## config.mk

```make
export PLATFORM = sky130hd
export DESIGN_NAME = fu_div_flat
export DESIGN_NICKNAME = d
export VERILOG_FILES = /design/src/rtl/fu_div_pkg.sv /design/src/rtl/fu_div_if.sv /design/src/rtl/fu_div_step.sv /design/src/rtl/fu_div.sv /design/src/flat_wrapper.sv
export SDC_FILE = /design/constraint.sdc
export NUM_CORES = 1
export LEC_CHECK = 0
export CAP_MARGIN = 0
export CORE_MARGIN = 3
export CORE_UTILIZATION = 50
export CTS_CLUSTER_SIZE = 12
export DETAILED_ROUTE_END_ITERATION = 16
export PLACE_DENSITY_LB_ADDON = 0.08
export SKIP_CTS_REPAIR_TIMING = 1
export SLEW_MARGIN = 15
export SYNTH_ARGS = -nofsm -noshare
export SYNTH_HDL_FRONTEND = slang
export SYNTH_SLANG_ARGS = --single-unit
```

## constraint.sdc

```tcl
create_clock -name clk -period 17.75 [get_ports clk]
set_input_delay 1.775 -clock clk [delete_from_list [all_inputs] [get_ports clk]]
set_output_delay 1.775 -clock clk [all_outputs]
set_load 0.05 [all_outputs]
```

## src/rtl/fu_div_pkg.sv

```systemverilog
// Shared definitions for the RV32M iterative divide unit: op encodings,
// FSM state type and the write-back scheduling constants.
package div_pkg;

  localparam logic [1:0] DIV_OP_DIV  = 2'b00;
  localparam logic [1:0] DIV_OP_DIVU = 2'b01;
  localparam logic [1:0] DIV_OP_REM  = 2'b10;
  localparam logic [1:0] DIV_OP_REMU = 2'b11;

  typedef enum logic [1:0] {
    IDLE,
    CALC,
    FIX
  } div_state_e;

  // Issue-to-result latency, and the write-back slot the control unit reads at.
  localparam int unsigned DIV_LATENCY = 17;
  localparam int unsigned DIV_SLOT    = 24;

endpackage

```

## src/rtl/fu_div_if.sv

```systemverilog
// Issue/result bundle between the control unit (master) and the divider (slave).
interface fu_div_if #(
  parameter int unsigned XLEN = 32
);

  logic            EN;
  logic [1:0]      op;
  logic [XLEN-1:0] A;
  logic [XLEN-1:0] B;
  logic [XLEN-1:0] res;
  logic            finish;
  logic            busy;

  modport master (
    output EN, op, A, B,
    input  res, finish, busy
  );

  modport slave (
    input  EN, op, A, B,
    output res, finish, busy
  );

endinterface

```

## src/rtl/fu_div_step.sv

```systemverilog
// One combinational restoring-division step on {remainder, quotient}.
module div_step #(
  parameter int unsigned XLEN = 32
) (
  input  logic [XLEN:0]   rem_in,
  input  logic [XLEN-1:0] quo_in,
  input  logic [XLEN:0]   dvs,
  output logic [XLEN:0]   rem_out,
  output logic [XLEN-1:0] quo_out
);

  logic [XLEN+1:0] shifted;
  logic [XLEN+1:0] diff;

  // One extra bit on the trial subtract so its MSB is a clean borrow flag.
  always_comb begin
    shifted = {rem_in, quo_in[XLEN-1]};
    diff    = shifted - {1'b0, dvs};
    if (diff[XLEN+1]) begin
      rem_out = shifted[XLEN:0];
      quo_out = {quo_in[XLEN-2:0], 1'b0};
    end else begin
      rem_out = diff[XLEN:0];
      quo_out = {quo_in[XLEN-2:0], 1'b1};
    end
  end

endmodule

```

## src/rtl/fu_div.sv

```systemverilog
// Fixed-latency iterative divider for DIV/DIVU/REM/REMU; BITS_PER_CYC
// quotient bits per cycle, result held in res until the next completion.
module fu_div
  import div_pkg::*;
#(
  parameter int unsigned XLEN         = 32,
  parameter int unsigned BITS_PER_CYC = 2
) (
  input logic     clk,
  input logic     rst,
  fu_div_if.slave dif
);

  localparam int unsigned ITERS = XLEN / BITS_PER_CYC;
  localparam int unsigned CNT_W = (ITERS > 1) ? $clog2(ITERS) : 1;
  localparam logic [CNT_W-1:0] CNT_LAST = CNT_W'(ITERS - 1);

  if (DIV_LATENCY > DIV_SLOT) begin : g_slot_chk
    $error("fu_div: DIV_LATENCY exceeds DIV_SLOT");
  end
  if (XLEN != 32 || (XLEN % BITS_PER_CYC) != 0) begin : g_param_chk
    $error("fu_div: unsupported XLEN/BITS_PER_CYC");
  end

  div_state_e state, state_next;
  logic       start;

  logic [CNT_W-1:0] cnt;
  logic [XLEN:0]    rem;
  logic [XLEN-1:0]  quo;
  logic [XLEN-1:0]  b_mag;
  logic [XLEN-1:0]  a_orig;
  logic             is_rem;
  logic             q_neg;
  logic             r_neg;
  logic             dz;
  logic             ovf;
  logic [XLEN-1:0]  res_q;
  logic             finish_q;

  logic             op_signed;
  logic             op_rem;
  logic [XLEN-1:0]  quo_fix;
  logic [XLEN-1:0]  rem_fix;
  logic [XLEN-1:0]  res_next;

  logic [XLEN:0]    rem_c [0:BITS_PER_CYC];
  logic [XLEN-1:0]  quo_c [0:BITS_PER_CYC];

  assign rem_c[0] = rem;
  assign quo_c[0] = quo;

  for (genvar i = 0; i < BITS_PER_CYC; i++) begin : g_step
    div_step #(.XLEN(XLEN)) u_step (
      .rem_in  (rem_c[i]),
      .quo_in  (quo_c[i]),
      .dvs     ({1'b0, b_mag}),
      .rem_out (rem_c[i+1]),
      .quo_out (quo_c[i+1])
    );
  end

  always_ff @(posedge clk or posedge rst) begin
    if (rst) state <= IDLE;
    else     state <= state_next;
  end

  // A new issue is accepted in IDLE and in the FIX cycle, never during CALC.
  always_comb begin
    state_next = state;
    start      = 1'b0;
    unique case (state)
      IDLE: begin
        start = dif.EN;
        if (dif.EN) state_next = CALC;
      end
      CALC: begin
        if (cnt == CNT_LAST) state_next = FIX;
      end
      FIX: begin
        start      = dif.EN;
        state_next = dif.EN ? CALC : IDLE;
      end
      default: state_next = IDLE;
    endcase
  end

  always_comb begin
    op_signed = (dif.op == DIV_OP_DIV) || (dif.op == DIV_OP_REM);
    op_rem    = (dif.op == DIV_OP_REM) || (dif.op == DIV_OP_REMU);
  end

  always_comb begin
    quo_fix = q_neg ? ('0 - quo) : quo;
    rem_fix = XLEN'(r_neg ? ({(XLEN+1){1'b0}} - rem) : rem);
    if (dz) begin
      quo_fix = '1;
      rem_fix = a_orig;
    end else if (ovf) begin
      quo_fix = {1'b1, {(XLEN-1){1'b0}}};
      rem_fix = '0;
    end
    res_next = is_rem ? rem_fix : quo_fix;
  end

  // Result write-back in FIX and operand latch for a new issue share one
  // edge; non-blocking updates keep the old operation's values for res.
  always_ff @(posedge clk or posedge rst) begin
    if (rst) begin
      cnt      <= '0;
      rem      <= '0;
      quo      <= '0;
      b_mag    <= '0;
      a_orig   <= '0;
      is_rem   <= 1'b0;
      q_neg    <= 1'b0;
      r_neg    <= 1'b0;
      dz       <= 1'b0;
      ovf      <= 1'b0;
      res_q    <= '0;
      finish_q <= 1'b0;
    end else begin
      finish_q <= 1'b0;
      if (state == FIX) begin
        res_q    <= res_next;
        finish_q <= 1'b1;
      end
      if (start) begin
        cnt    <= '0;
        rem    <= '0;
        quo    <= (op_signed && dif.A[XLEN-1]) ? ('0 - dif.A) : dif.A;
        b_mag  <= (op_signed && dif.B[XLEN-1]) ? ('0 - dif.B) : dif.B;
        a_orig <= dif.A;
        is_rem <= op_rem;
        q_neg  <= op_signed && (dif.A[XLEN-1] ^ dif.B[XLEN-1]);
        r_neg  <= op_signed && dif.A[XLEN-1];
        dz     <= (dif.B == '0);
        ovf    <= op_signed && (dif.A == {1'b1, {(XLEN-1){1'b0}}}) && (dif.B == '1);
      end else if (state == CALC) begin
        cnt <= cnt + 1'b1;
        rem <= rem_c[BITS_PER_CYC];
        quo <= quo_c[BITS_PER_CYC];
      end
    end
  end

  assign dif.res    = res_q;
  assign dif.finish = finish_q;
  assign dif.busy   = (state != IDLE);

endmodule

```

## src/flat_wrapper.sv

```systemverilog
// flat-port wrapper written by rule: the top's interface ports become plain ports
module fu_div_flat import div_pkg::*;
#(
  parameter int unsigned XLEN         = 32,
  parameter int unsigned BITS_PER_CYC = 2
)
  (clk, rst, dif_EN, dif_op, dif_A, dif_B, dif_res, dif_finish, dif_busy);
  fu_div_if #(.XLEN(XLEN)) dif_i ();
  input logic clk;
  input logic rst;
  input wire logic [$bits(dif_i.EN)-1:0] dif_EN;
  input wire logic [$bits(dif_i.op)-1:0] dif_op;
  input wire logic [$bits(dif_i.A)-1:0] dif_A;
  input wire logic [$bits(dif_i.B)-1:0] dif_B;
  output wire logic [$bits(dif_i.res)-1:0] dif_res;
  output wire logic [$bits(dif_i.finish)-1:0] dif_finish;
  output wire logic [$bits(dif_i.busy)-1:0] dif_busy;
  assign dif_i.EN = dif_EN;
  assign dif_i.op = dif_op;
  assign dif_i.A = dif_A;
  assign dif_i.B = dif_B;
  assign dif_res = dif_i.res;
  assign dif_finish = dif_i.finish;
  assign dif_busy = dif_i.busy;
  fu_div #(.XLEN(XLEN), .BITS_PER_CYC(BITS_PER_CYC)) u_core (.clk(clk), .rst(rst), .dif(dif_i));
endmodule
```

; Word-level counts from Yosys, hierarchy flattened
; Cells that the tools add are included.
[classes]
muxes = 25
bitwise = 1
n_addsub = 7
n_eq_ne = 9
n_reduce_logical = 14
[op_table]
columns = cell, count
row1 = 32-bit two-way mux, 11
row2 = 33-bit two-way mux, 4
row3 = 1-bit by 32-bit subtractor with 32-bit output (first input constant), 4
row4 = 34-bit by 32-bit subtractor with 34-bit output, 2
row5 = 32-bit == test (second input constant), 2
row6 = 32-bit logical NOT, 1
row7 = 4-bit two-way mux, 2
row8 = 2-bit == test (second input constant), 3
row9 = 2-bit case mux with 3 select lines, 1
row10 = 1-bit logical AND, 5
row11 = 1-bit two-way mux, 5
row12 = 4-bit by 1-bit adder with 4-bit output (second input constant), 1
row13 = 4-bit == test (second input constant), 1
row14 = 2-bit logical NOT, 2
row15 = 2-bit two-way mux, 2
row16 = 2-bit nonzero test, 2
row17 = 2-bit by 1-bit == test with 1-bit output (second input constant), 1
row18 = 1-bit logical OR, 2
row19 = 2-bit by 1-bit inequality test with 1-bit output (second input constant), 1
row20 = 2-bit inequality test (second input constant), 1
row21 = 2-bit AND reduction, 1
row22 = 2-bit OR reduction, 1
row23 = 1-bit bitwise XOR, 1
[totals]
wordCells = 69
in_bits = 69
register_bits = 173

; Logic depth before layout (Yosys ltp)
; Gate-level depths: netlist of run 1.
[logic_depth]
depth_word = 6
ltp_mapped = 26
depth_no_buf = 25

; By module
; Synthesis of run 1 repeated with hierarchy kept, for this count alone.
[unflattened]
cells_unflattened = 1857
area_unflattened_um2 = 15411.0
[modules_own_cells]
columns = module, cells_each, n_inst, area_each_um2
row1 = fu_div, 1152, 1, 10053.4
row2 = div_step (u_core.g_step[1].u_step), 367, 1, 2750.1
row3 = div_step (u_core.g_step[0].u_step), 338, 1, 2607.5

; Worst setup path after synthesis of run 1
; OpenSTA, ideal clock, no wires.
[synth_timing]
path_type = flip-flop to flip-flop
startpoint = register u_core.rem[27]
endpoint = register u_core.rem[4]
synth_period_minus_slack_ns = 5.574
arrival_ns = 5.440
required_ns = 17.616
path_stages_with_launch = 24
n_path_buf = 3
setup_slack_ns = 12.176
cell_sequence = dfrtp_1 > ha_1 > clkbuf_1 > nand2_1 > nor3_1 > o221ai_1 > a21oi_1 > nor3_2 > xnor2_1 > clkbuf_1 > mux2_2 > ha_1 > o21a_1 > o21ai_0 > a31oi_1 > nor3_1 > a211o_1 > a21oi_1 > or3_1 > a211o_1 > xor2_2 > buf_2 > mux2i_1 > o21ai_0
[synth_between]
elab_chain_len = 6
[synth_lines]
columns = element, line
row1 = from (decl), fu_div.sv:29  ; logic [XLEN:0] rem;
row2 = from (signal assigned), fu_div.sv:141  ; rem <= rem_c[BITS_PER_CYC];
row3 = 34-bit by 32-bit subtractor with 34-bit output, fu_div_step.sv:18  ; diff = shifted - {1'b0, dvs};
row4 = 33-bit two-way mux (*), fu_div_step.sv:19  ; if (diff[XLEN+1]) begin
row5 = 34-bit by 32-bit subtractor with 34-bit output, fu_div_step.sv:18
row6 = 33-bit two-way mux (*), fu_div_step.sv:19
row7 = 33-bit two-way mux (*), fu_div.sv:139  ; end else if (state == CALC) begin
row8 = 33-bit two-way mux (*), fu_div.sv:128  ; if (start) begin
; Mark *: on every way between the ends. The rest lies on a longest branch, timed or not. The select of a mux whose other input is x is not followed.
; A chain may end at the register's enable or synchronous reset.

; Worst setup path in the final report of run 1
[layout_timing]
startpoint = register u_core.rem[27]
endpoint = register u_core.rem[0]
[layout_between]
elab_chain_len = 6
[layout_lines]
columns = element, line
row1 = 34-bit by 32-bit subtractor with 34-bit output, fu_div_step.sv:18
row2 = 33-bit two-way mux (*), fu_div_step.sv:19
row3 = 34-bit by 32-bit subtractor with 34-bit output (*), fu_div_step.sv:18
row4 = 33-bit two-way mux (*), fu_div_step.sv:19
row5 = 33-bit two-way mux (*), fu_div.sv:139
row6 = 33-bit two-way mux (*), fu_div.sv:128
; Marked as above.

==> impl_metrics.env, run 1 <==
export IMPL_hold_violations=0
export IMPL_synth_ff_type="dfrtp_1"
export IMPL_syn_inst=1735
export IMPL_grt_max_degree=79
export IMPL_synthMuxAreaShare_pct=2.953
export IMPL_port_buffers=102
export IMPL_grt_pass1_wl_mm=69.72
export IMPL_rsz0062_at_grt="no"
export IMPL_setup_viol=0
export IMPL_timing_rr_start="u_core.rem[27]$_DFFE_PP0P_"
export IMPL_synth_avg_cell_area_um2=7.913
export IMPL_antenna_found_initial=1
export IMPL_cts_tree="yes"
export IMPL_whs_path_depth=2
export IMPL_place_hpwl_mm=33.02
export IMPL_cp_max_fo=32
export IMPL_synth_compound_area_share_pct=25.97
export IMPL_synthesis_nets=1876
export IMPL_slew_violations=0
export IMPL_ctsRootBufferMaster="clkbuf_16"
export IMPL_worst_setup_path_start_kind="flop"
export IMPL_postRouteAntennaNets=0
export IMPL_hp_class="flop to flop"
export IMPL_overflow=0
export IMPL_synth_cell_types=75
export IMPL_drtIter0Drc=1089
export IMPL_post_route_period_util_pct=40.78
export IMPL_synthAdderAreaFrac_pct=6.671
export IMPL_vias=13314
export IMPL_cts_clk_slew_worst_paths_ns=0.07
export IMPL_htree_levels=4
export IMPL_drt_first_pass_iters=8
export IMPL_worst_pin_slew_ns=1.089
export IMPL_row_count=60
export IMPL_dieWidth_um=171.7
export IMPL_areaGrowthSynthToFinish_pct=13.36
export IMPL_dieArea_um2=29480
export IMPL_drive_above_1_share_pct=5.565
export IMPL_synth_edf_count=0
export IMPL_coreArea_um2=26950
export IMPL_status="finished clean"
export IMPL_fin_setup_tns_ns=0
export IMPL_worstHoldStart="u_core.a_orig[30]$_DFFE_PP0P_"
export IMPL_max_freq_ghz=0.1382
export IMPL_clockBufferDepth=2
export IMPL_worst_clock_skew_ns=0.01704
export IMPL_holdPathEnd="u_core.a_orig[30]$_DFFE_PP0P_"
export IMPL_layout_common_cells="284 x nand2_1, 194 x o21ai_0, 173 x dfrtp_1"
export IMPL_reg2reg_depth=23
export IMPL_clock_sinks=173
export IMPL_wl_mm=44.67
export IMPL_final_common_cell="nand2_1"
export IMPL_worstSkewPairLatency_ns=0.44
export IMPL_min_period_ns=7.238
export IMPL_num_io_pins=103
export IMPL_required_ns=18.09
export IMPL_drv_cap=0
export IMPL_reg2reg_setup_slack_ns=10.51
export IMPL_fp_dieH_um=171.7
export IMPL_cts_made_buffers=17
export IMPL_fin_nets=1926
export IMPL_start_util_pct=50.94
export IMPL_synth_xor_area_share_pct=9.368
export IMPL_cp_arrival_ns=7.58
export IMPL_wl_per_cell_um=20.88
export IMPL_synthSimpleGateAreaFrac_pct=19.17
export IMPL_grt_usage_pct=30.36
export IMPL_rr_endpoint="u_core.rem[0]$_DFFE_PP0P_"
export IMPL_nFillCells=2515
export IMPL_gp_congestion=0.9059
export IMPL_synth_top_family_by_area="compound AO/OA/AOI/OAI gates"
export IMPL_seq_area_frac_synth_pct=31.53
export IMPL_critical_path_class="flop to flop"
export IMPL_drc_errors=0
export IMPL_ys_seq_elements=173
export IMPL_async_reset_ff_share_pct=100.0
export IMPL_vias_per_cell=6.224
export IMPL_yosys_warnings=0
export IMPL_grt_pass1_vias=12239
export IMPL_slew_headroom_pct=27.15
export IMPL_critPathCaptureType="flop"
export IMPL_netlist_area_um2=13730
[final cells by class]
cell class | count | area (µm²) | area share, %
diodes | 1 | 2.502 | 0.01608
clock buffers | 20 | 456.7 | 2.934
clock inverters | 11 | 82.58 | 0.5306
inverters | 68 | 260.3 | 1.672
multi-input cells | 1406 | 8857 | 56.91
flip-flops and latches | 173 | 4329 | 27.82
well taps | 341 | 426.7 | 2.741
repair buffers | 119 | 1149 | 7.380
[worst max-delay path by stage]
stage,end,slack [ns],depth (start not counted),startpoint
after floorplan,u_core.a_orig[0]$_DFFE_PP0P_,11.29,1,rst
after global placement,u_core.rem[1]$_DFFE_PP0P_,10.70,24,u_core.rem[9]$_DFFE_PP0P_
after detailed placement,u_core.rem[0]$_DFFE_PP0P_,10.61,24,u_core.rem[9]$_DFFE_PP0P_
after CTS,u_core.rem[0]$_DFFE_PP0P_,10.56,24,u_core.rem[9]$_DFFE_PP0P_
after global routing,u_core.rem[0]$_DFFE_PP0P_,10.06,24,u_core.rem[9]$_DFFE_PP0P_
final,u_core.rem[0]$_DFFE_PP0P_,10.51,23,u_core.rem[27]$_DFFE_PP0P_
[cells in the mapped netlist, types with 20 or more instances]
master	number	share of area, %
xor2_1	69	4.4
nand3_1	42	1.5
a21o_1	23	1.3
mux2_2	20	1.6
xnor2_1	76	4.8
inv_1	67	1.8
a31oi_1	25	1.1
nor2_1	113	3.1
dfrtp_1	173	32
o22ai_1	39	1.8
ha_1	70	6.4
a21oi_1	107	3.9
or3_1	21	0.96
o21ai_0	194	7.1
nand2_1	285	7.8
clkbuf_1	83	2.3
o31ai_1	26	1.4
[sequential cells by signal (all words and copies together) (netlist names)]
| register | count |
|---|---|
| u_core.r_neg | 1 |
| u_core.is_rem | 1 |
| u_core.dz | 1 |
| u_core.b_mag | 32 |
| u_core.a_orig | 32 |
| u_core.dif.res | 32 |
| u_core.cnt | 4 |
| u_core.ovf | 1 |
| u_core.dif.finish | 1 |
| u_core.quo | 32 |
| u_core.rem | 33 |
| u_core.q_neg | 1 |
| u_core.state | 2 |
[metal layers]
metal | global-route usage, % | wire (µm) | share of wire, %
met5 | 0 | 0 | 0
met2 | 43.30 | 18870 | 42
met1 | 45.70 | 20910 | 47
met3 | 6.458 | 3485 | 7.8
met4 | 9.762 | 1396 | 3.1
[cells by family after synthesis]
| kind of cell | count (synthesis) |
|---|---|
| adders and majority gates | 72 |
| AOI/OAI and AO/OA | 566 |
| DFF | 173 |
| xor gates and xnor gates | 146 |
| muxes | 38 |
| and+or+nand+nor | 584 |
| buffers and inverters | 156 |
[critical path, cell delays in order, from the launching register on]
cell and delay, ns:
dfrtp_1 0.45, ha_1 0.52, nand2_1 0.09, nor3_1 0.48
o221ai_1 0.22, a21oi_1 0.23, nor3_2 0.10, xnor2_2 0.69
buf_4 0.36, nand2_1 0.06, o21ai_0 0.13, ha_1 0.36
a21oi_1 0.17, nor2b_1 0.08, o32a_1 0.39, o2111ai_1 0.35
a211o_1 0.20, a21oi_1 0.08, or3_1 0.35, a211o_1 0.30
xor2_4 0.46, buf_4 0.50, mux2_2 0.39, o22ai_1 0.12
[metrics by stage]
| stage | util, % | std cells | cell area, µm² | worst slack [ns] | hold slack (ns) |
|---|---|---|---|---|---|
| after floorplan | - | 1735 | 13730 | 11.29 | 0.4403 |
| after global placement | 55.74 | 2107 | 15020 | 10.70 | 0.4534 |
| after detailed placement | 55.74 | 2107 | 15020 | 10.61 | 0.4578 |
| after CTS | 57.74 | 2138 | 15560 | 10.56 | 0.4746 |
| after global routing | 57.74 | 2138 | 15560 | 10.06 | 0.4975 |
| final | 57.75 | 2139 | 15560 | 10.51 | 0.4721 |
Power of run 1 is not shown: default switching activity piles up to over one toggle a cycle in this logic, so the estimate is an artifact.
==> run 2: changes to the inputs <==
clock period = 5.9 ns   (was 17.75 ns; I/O delays follow)
==> impl_metrics.env, run 2 (same netlist as run 1, synthesis figures left out) <==
export IMPL_grt_pass1_vias=12716
export IMPL_max_freq_ghz=0.1758
export IMPL_timing_rr_start="u_core.b_mag[16]$_DFFE_PP0P_"
export IMPL_rr_endpoint="u_core.rem[10]$_DFFE_PP0P_"
export IMPL_regMostFlops="u_core.rem"
export IMPL_pre_cts_ws_ns=0.05652
export IMPL_slowest_stage="dfrtp_1"
export IMPL_worst_clock_skew_ns=0.01355
export IMPL_drive_above_1_share_pct=10.51
export IMPL_cp_arrival_ns=5.98
export IMPL_critPathCaptureType="flop"
export IMPL_placed_cells_incl_taps=2172
export IMPL_drc_errors=0
export IMPL_port_buffers=102
export IMPL_crit_cells=25
export IMPL_critPathMaxStageDelay_ns=0.38
export IMPL_status="finished clean"
export IMPL_hold_violations=0
export IMPL_fp_dieH_um=171.7
export IMPL_crit_start="u_core.b_mag[16]$_DFFE_PP0P_"
export IMPL_postRouteAntennaNets=0
export IMPL_place_hpwl_mm=33.46
export IMPL_areaGrowthSynthToFinish_pct=19.12
export IMPL_whs_ns=0.4748
export IMPL_slew_violations=0
export IMPL_drv_cap=0
export IMPL_hp_class="flop to flop"
export IMPL_cp_max_fo=16
export IMPL_rsz0062_at_grt="yes"
export IMPL_largest_reg_flops=33
export IMPL_required_ns=6.19
export IMPL_vias_per_cell=6.171
export IMPL_setup_viol=0
export IMPL_reg2reg_setup_slack_ns=0.21
export IMPL_clock_sinks=173
export IMPL_slew_headroom_pct=26.77
export IMPL_vias=13680
export IMPL_critPathMostFrequentCell="buf_4"
export IMPL_final_core_util_pct=60.68
export IMPL_start_util_pct=50.94
export IMPL_ctsRootBufferMaster="clkbuf_16"
export IMPL_cp_num_buf_inv=4
export IMPL_htree_levels=4
export IMPL_grt_pass1_wl_mm=71.72
export IMPL_drtIter0Drc=1254
export IMPL_cts_made_buffers=17
export IMPL_row_count=60
export IMPL_wl_per_cell_um=20.68
export IMPL_final_common_cell="nand2_1"
export IMPL_critPathTopFamily="compound AO/OA/AOI/OAI gates"
export IMPL_cts_tree="yes"
export IMPL_clockBufferDepth=2
export IMPL_drt_first_pass_iters=5
export IMPL_reg2reg_depth=25
export IMPL_grt_usage_pct=31.08
export IMPL_antenna_found_initial=2
export IMPL_coreArea_um2=26950
export IMPL_layout_cells_non_filler=2217
export IMPL_critical_path_class="flop to flop"
export IMPL_worst_setup_path_start_kind="flop"
export IMPL_dieWidth_um=171.7
export IMPL_worstSkewPairLatency_ns=0.46
export IMPL_dieArea_um2=29480
export IMPL_worst_pin_slew_ns=1.095
export IMPL_wl_mm=45.85
export IMPL_num_io_pins=103
export IMPL_gp_congestion=0.9427
export IMPL_fin_nets=2003
export IMPL_layout_common_cells="284 x nand2_1, 187 x o21ai_0, 172 x dfrtp_1"
export IMPL_fin_ws_ns=0.2102
export IMPL_cts_clk_slew_worst_paths_ns=0.07
export IMPL_crit_path_end="u_core.rem[10]$_DFFE_PP0P_"
export IMPL_min_period_ns=5.690
export IMPL_post_route_period_util_pct=96.44
export IMPL_overflow=0
export IMPL_grt_max_degree=174
run 2: area by class of cell:
cell class / count / area (µm²)
multi-input combinational: 1406 / 8947
antenna: 1 / 2.502
timing repair buffer: 196 / 1768
clock buffer: 19 / 442.9
fill: 2465 / 10600
clock inverter: 13 / 176.4
tap: 341 / 426.7
inverter: 68 / 260.3
sequential: 173 / 4330
run 2: tightest hold or removal path, stage by stage, from the launching register on:
cell and delay [ns]:
dfrtp_1 0.34, nand2_1 0.05, nand2_1 0.05
run 2: worst min-delay path by stage:
stage | from | endpoint | slack, ns | cells past startpoint
2_1_floorplan | u_core.a_orig[12]$_DFFE_PP0P_ | u_core.a_orig[12]$_DFFE_PP0P_ | 0.44 | 2
3_3_place_gp | u_core.a_orig[16]$_DFFE_PP0P_ | u_core.a_orig[16]$_DFFE_PP0P_ | 0.45 | 2
3_5_place_dp | u_core.a_orig[30]$_DFFE_PP0P_ | u_core.a_orig[30]$_DFFE_PP0P_ | 0.46 | 2
4_1_cts | u_core.a_orig[26]$_DFFE_PP0P_ | u_core.a_orig[26]$_DFFE_PP0P_ | 0.48 | 2
5_1_grt | u_core.a_orig[11]$_DFFE_PP0P_ | u_core.a_orig[11]$_DFFE_PP0P_ | 0.49 | 2
6_report | u_core.a_orig[30]$_DFFE_PP0P_ | u_core.a_orig[30]$_DFFE_PP0P_ | 0.47 | 2
run 2: stage by stage:
stage | cell area [µm²] | TNS (ns)
after floorplan | 13730 | 0
after global placement | 15540 | 0
final | 16350 | 0
after global routing | 16350 | -0.09415
after CTS | 16160 | -0.003440
after detailed placement | 15540 | 0
run 2: layer usage:
metal	vias up	wire [µm]	track usage [%]
li1	6513	-	-
met1	6534	21310	46.37
met2	566	19480	45.26
met3	67	3688	6.022
met4	0	1374	9.867
met5	-	0	0
Power of run 2 is left out for the same reason.
==> run 3: changes to the inputs <==
CORE_ASPECT_RATIO = 0.6   (was unset)
==> impl_metrics.env, run 3 (same netlist as run 1, synthesis figures left out) <==
export IMPL_antenna_cells=0
export IMPL_fin_nets=2017
export IMPL_layout_cells_non_filler=2249
export IMPL_placed_cells_incl_taps=2205
export IMPL_fin_ws_ns=0.08584
export IMPL_critPathTopFamily="compound AO/OA/AOI/OAI gates"
export IMPL_post_route_period_util_pct=98.55
export IMPL_areaGrowthSynthToFinish_pct=22.60
export IMPL_wl_mm=49.04
export IMPL_drive_above_1_share_pct=13.76
export IMPL_cts_tree="yes"
export IMPL_drc_errors=0
export IMPL_whs_path_depth=2
export IMPL_cp_max_fo=5
export IMPL_hp_class="flop to flop"
export IMPL_drtIter0Drc=1823
export IMPL_dieArea_um2=29550
export IMPL_drt_first_pass_iters=5
export IMPL_overflow=0
export IMPL_final_common_cell="nand2_1"
export IMPL_num_io_pins=103
export IMPL_critPathCaptureType="flop"
export IMPL_clock_sinks=173
export IMPL_wl_per_cell_um=21.80
export IMPL_ctsRootBufferMaster="clkbuf_16"
export IMPL_pre_cts_ws_ns=-0.05718
export IMPL_fp_dieH_um=134.4
export IMPL_grt_max_degree=69
export IMPL_grt_pass1_vias=12605
export IMPL_cp_arrival_ns=6.17
export IMPL_vias_per_cell=6.242
export IMPL_max_freq_ghz=0.1720
export IMPL_slew_headroom_pct=24.28
export IMPL_regMostFlops="u_core.rem"
export IMPL_antenna_found_initial=1
export IMPL_min_period_ns=5.814
export IMPL_cp_num_buf_inv=2
export IMPL_coreArea_um2=26710
export IMPL_port_buffers=102
export IMPL_nFillCells=2382
export IMPL_reg2reg_setup_slack_ns=0.09
export IMPL_reg2reg_depth=23
export IMPL_row_count=46
export IMPL_critical_path_class="flop to flop"
export IMPL_grt_usage_pct=32.45
export IMPL_clockBufferDepth=2
export IMPL_worst_setup_path_start_kind="flop"
export IMPL_gp_congestion=0.9420
export IMPL_htree_levels=4
export IMPL_worst_pin_slew_ns=1.133
export IMPL_layout_common_cells="283 x nand2_1, 185 x o21ai_0, 172 x dfrtp_1"
export IMPL_status="finished clean"
export IMPL_worst_clock_skew_ns=0.01372
export IMPL_crit_cells=23
export IMPL_crit_chain="inv_1 > ha_4 > a21oi_1 > nand2_1 > o21ai_2 > nand2b_1 > a21o_1 > a41o_1 > or4b_2 > a41oi_4 > ha_4 > a21oi_1 > o21a_1 > and3b_1 > nor3_2 > a211o_1 > a21oi_2 > or3_1 > a211o_1 > xor2_4 > buf_6 > mux2_2 > o22ai_1"
export IMPL_hold_violations=0
export IMPL_grt_pass1_wl_mm=73.71
export IMPL_critPathMaxStageDelay_ns=0.69
export IMPL_vias=14039
export IMPL_postRouteAntennaNets=0
export IMPL_setup_viol=0
export IMPL_dieWidth_um=219.9
export IMPL_cts_clk_slew_worst_paths_ns=0.08
export IMPL_drv_cap=0
export IMPL_required_ns=6.25
export IMPL_place_hpwl_mm=35.92
export IMPL_cts_made_buffers=17
export IMPL_slew_violations=0
export IMPL_worstSkewPairLatency_ns=0.46
export IMPL_largest_reg_flops=33
export IMPL_slowest_stage="or4b_2"
export IMPL_start_util_pct=51.41
## run 3: changes by cell type in the layout (fill, tap and decap cells not counted), sizes merged
cell | before | now
bufinv | 3 | 0
diode | 1 | 0
clkinvlp | 3 | 2
clkbuf | 19 | 20
clkinv | 2 | 5
buf | 94 | 105
inv | 73 | 76
## run 3: final cells by class
class | instances | area (µm²) | area share [%]
clock buffer | 17 | 425.4 | 2.527
clock inverter | 15 | 150.1 | 0.8920
multi-input combinational | 1406 | 9264 | 55.04
sequential | 173 | 4330 | 25.73
tap | 360 | 450.4 | 2.676
timing repair buffer | 210 | 1949 | 11.58
inverter | 68 | 262.8 | 1.561
## run 3: final timing paths
path	startpoint	to
worst min-delay path	u_core.a_orig[16]$_DFFE_PP0P_	u_core.a_orig[16]$_DFFE_PP0P_
max in group asynchronous	rst	u_core.quo[0]$_DFFE_PP0P_
worst min register to register	u_core.a_orig[16]$_DFFE_PP0P_	u_core.a_orig[16]$_DFFE_PP0P_
min in group asynchronous	rst	u_core.dif.res[23]$_DFFE_PP0P_
worst max register to register	u_core.b_mag[4]$_DFFE_PP0P_	u_core.rem[0]$_DFFE_PP0P_
worst max-delay path	u_core.b_mag[4]$_DFFE_PP0P_	u_core.rem[0]$_DFFE_PP0P_
## run 3: stage by stage
stage	utilization [%]	TNS (ns)	cell area, µm²	hold WS (ns)
2_1_floorplan	-	0	13730	0.4403
3_3_place_gp	58.77	0	15690	0.4549
3_5_place_dp	58.77	-0.5829	15690	0.4578
4_1_cts	60.92	-1.401	16270	0.4762
5_1_grt	63.03	-0.6674	16830	0.4937
6_report	63.03	0	16830	0.4736
## run 3: worst min-delay path, cell delays in order, from the launching register on
cell and delay [ns]:
dfrtp_1 0.34, nand2_1 0.05, nand2_1 0.06
## run 3: layer usage
metal,up-vias,global-route usage [%],part of all wire [%],routed length (µm)
met2,754,40.31,37,18240
met3,59,13.00,14,7025
met4,0,6.717,1.4,701
met1,6674,51.26,47,23070
met5,-,0,0,0
li1,6552,-,-,-
Power of run 3 is left out for the same reason.
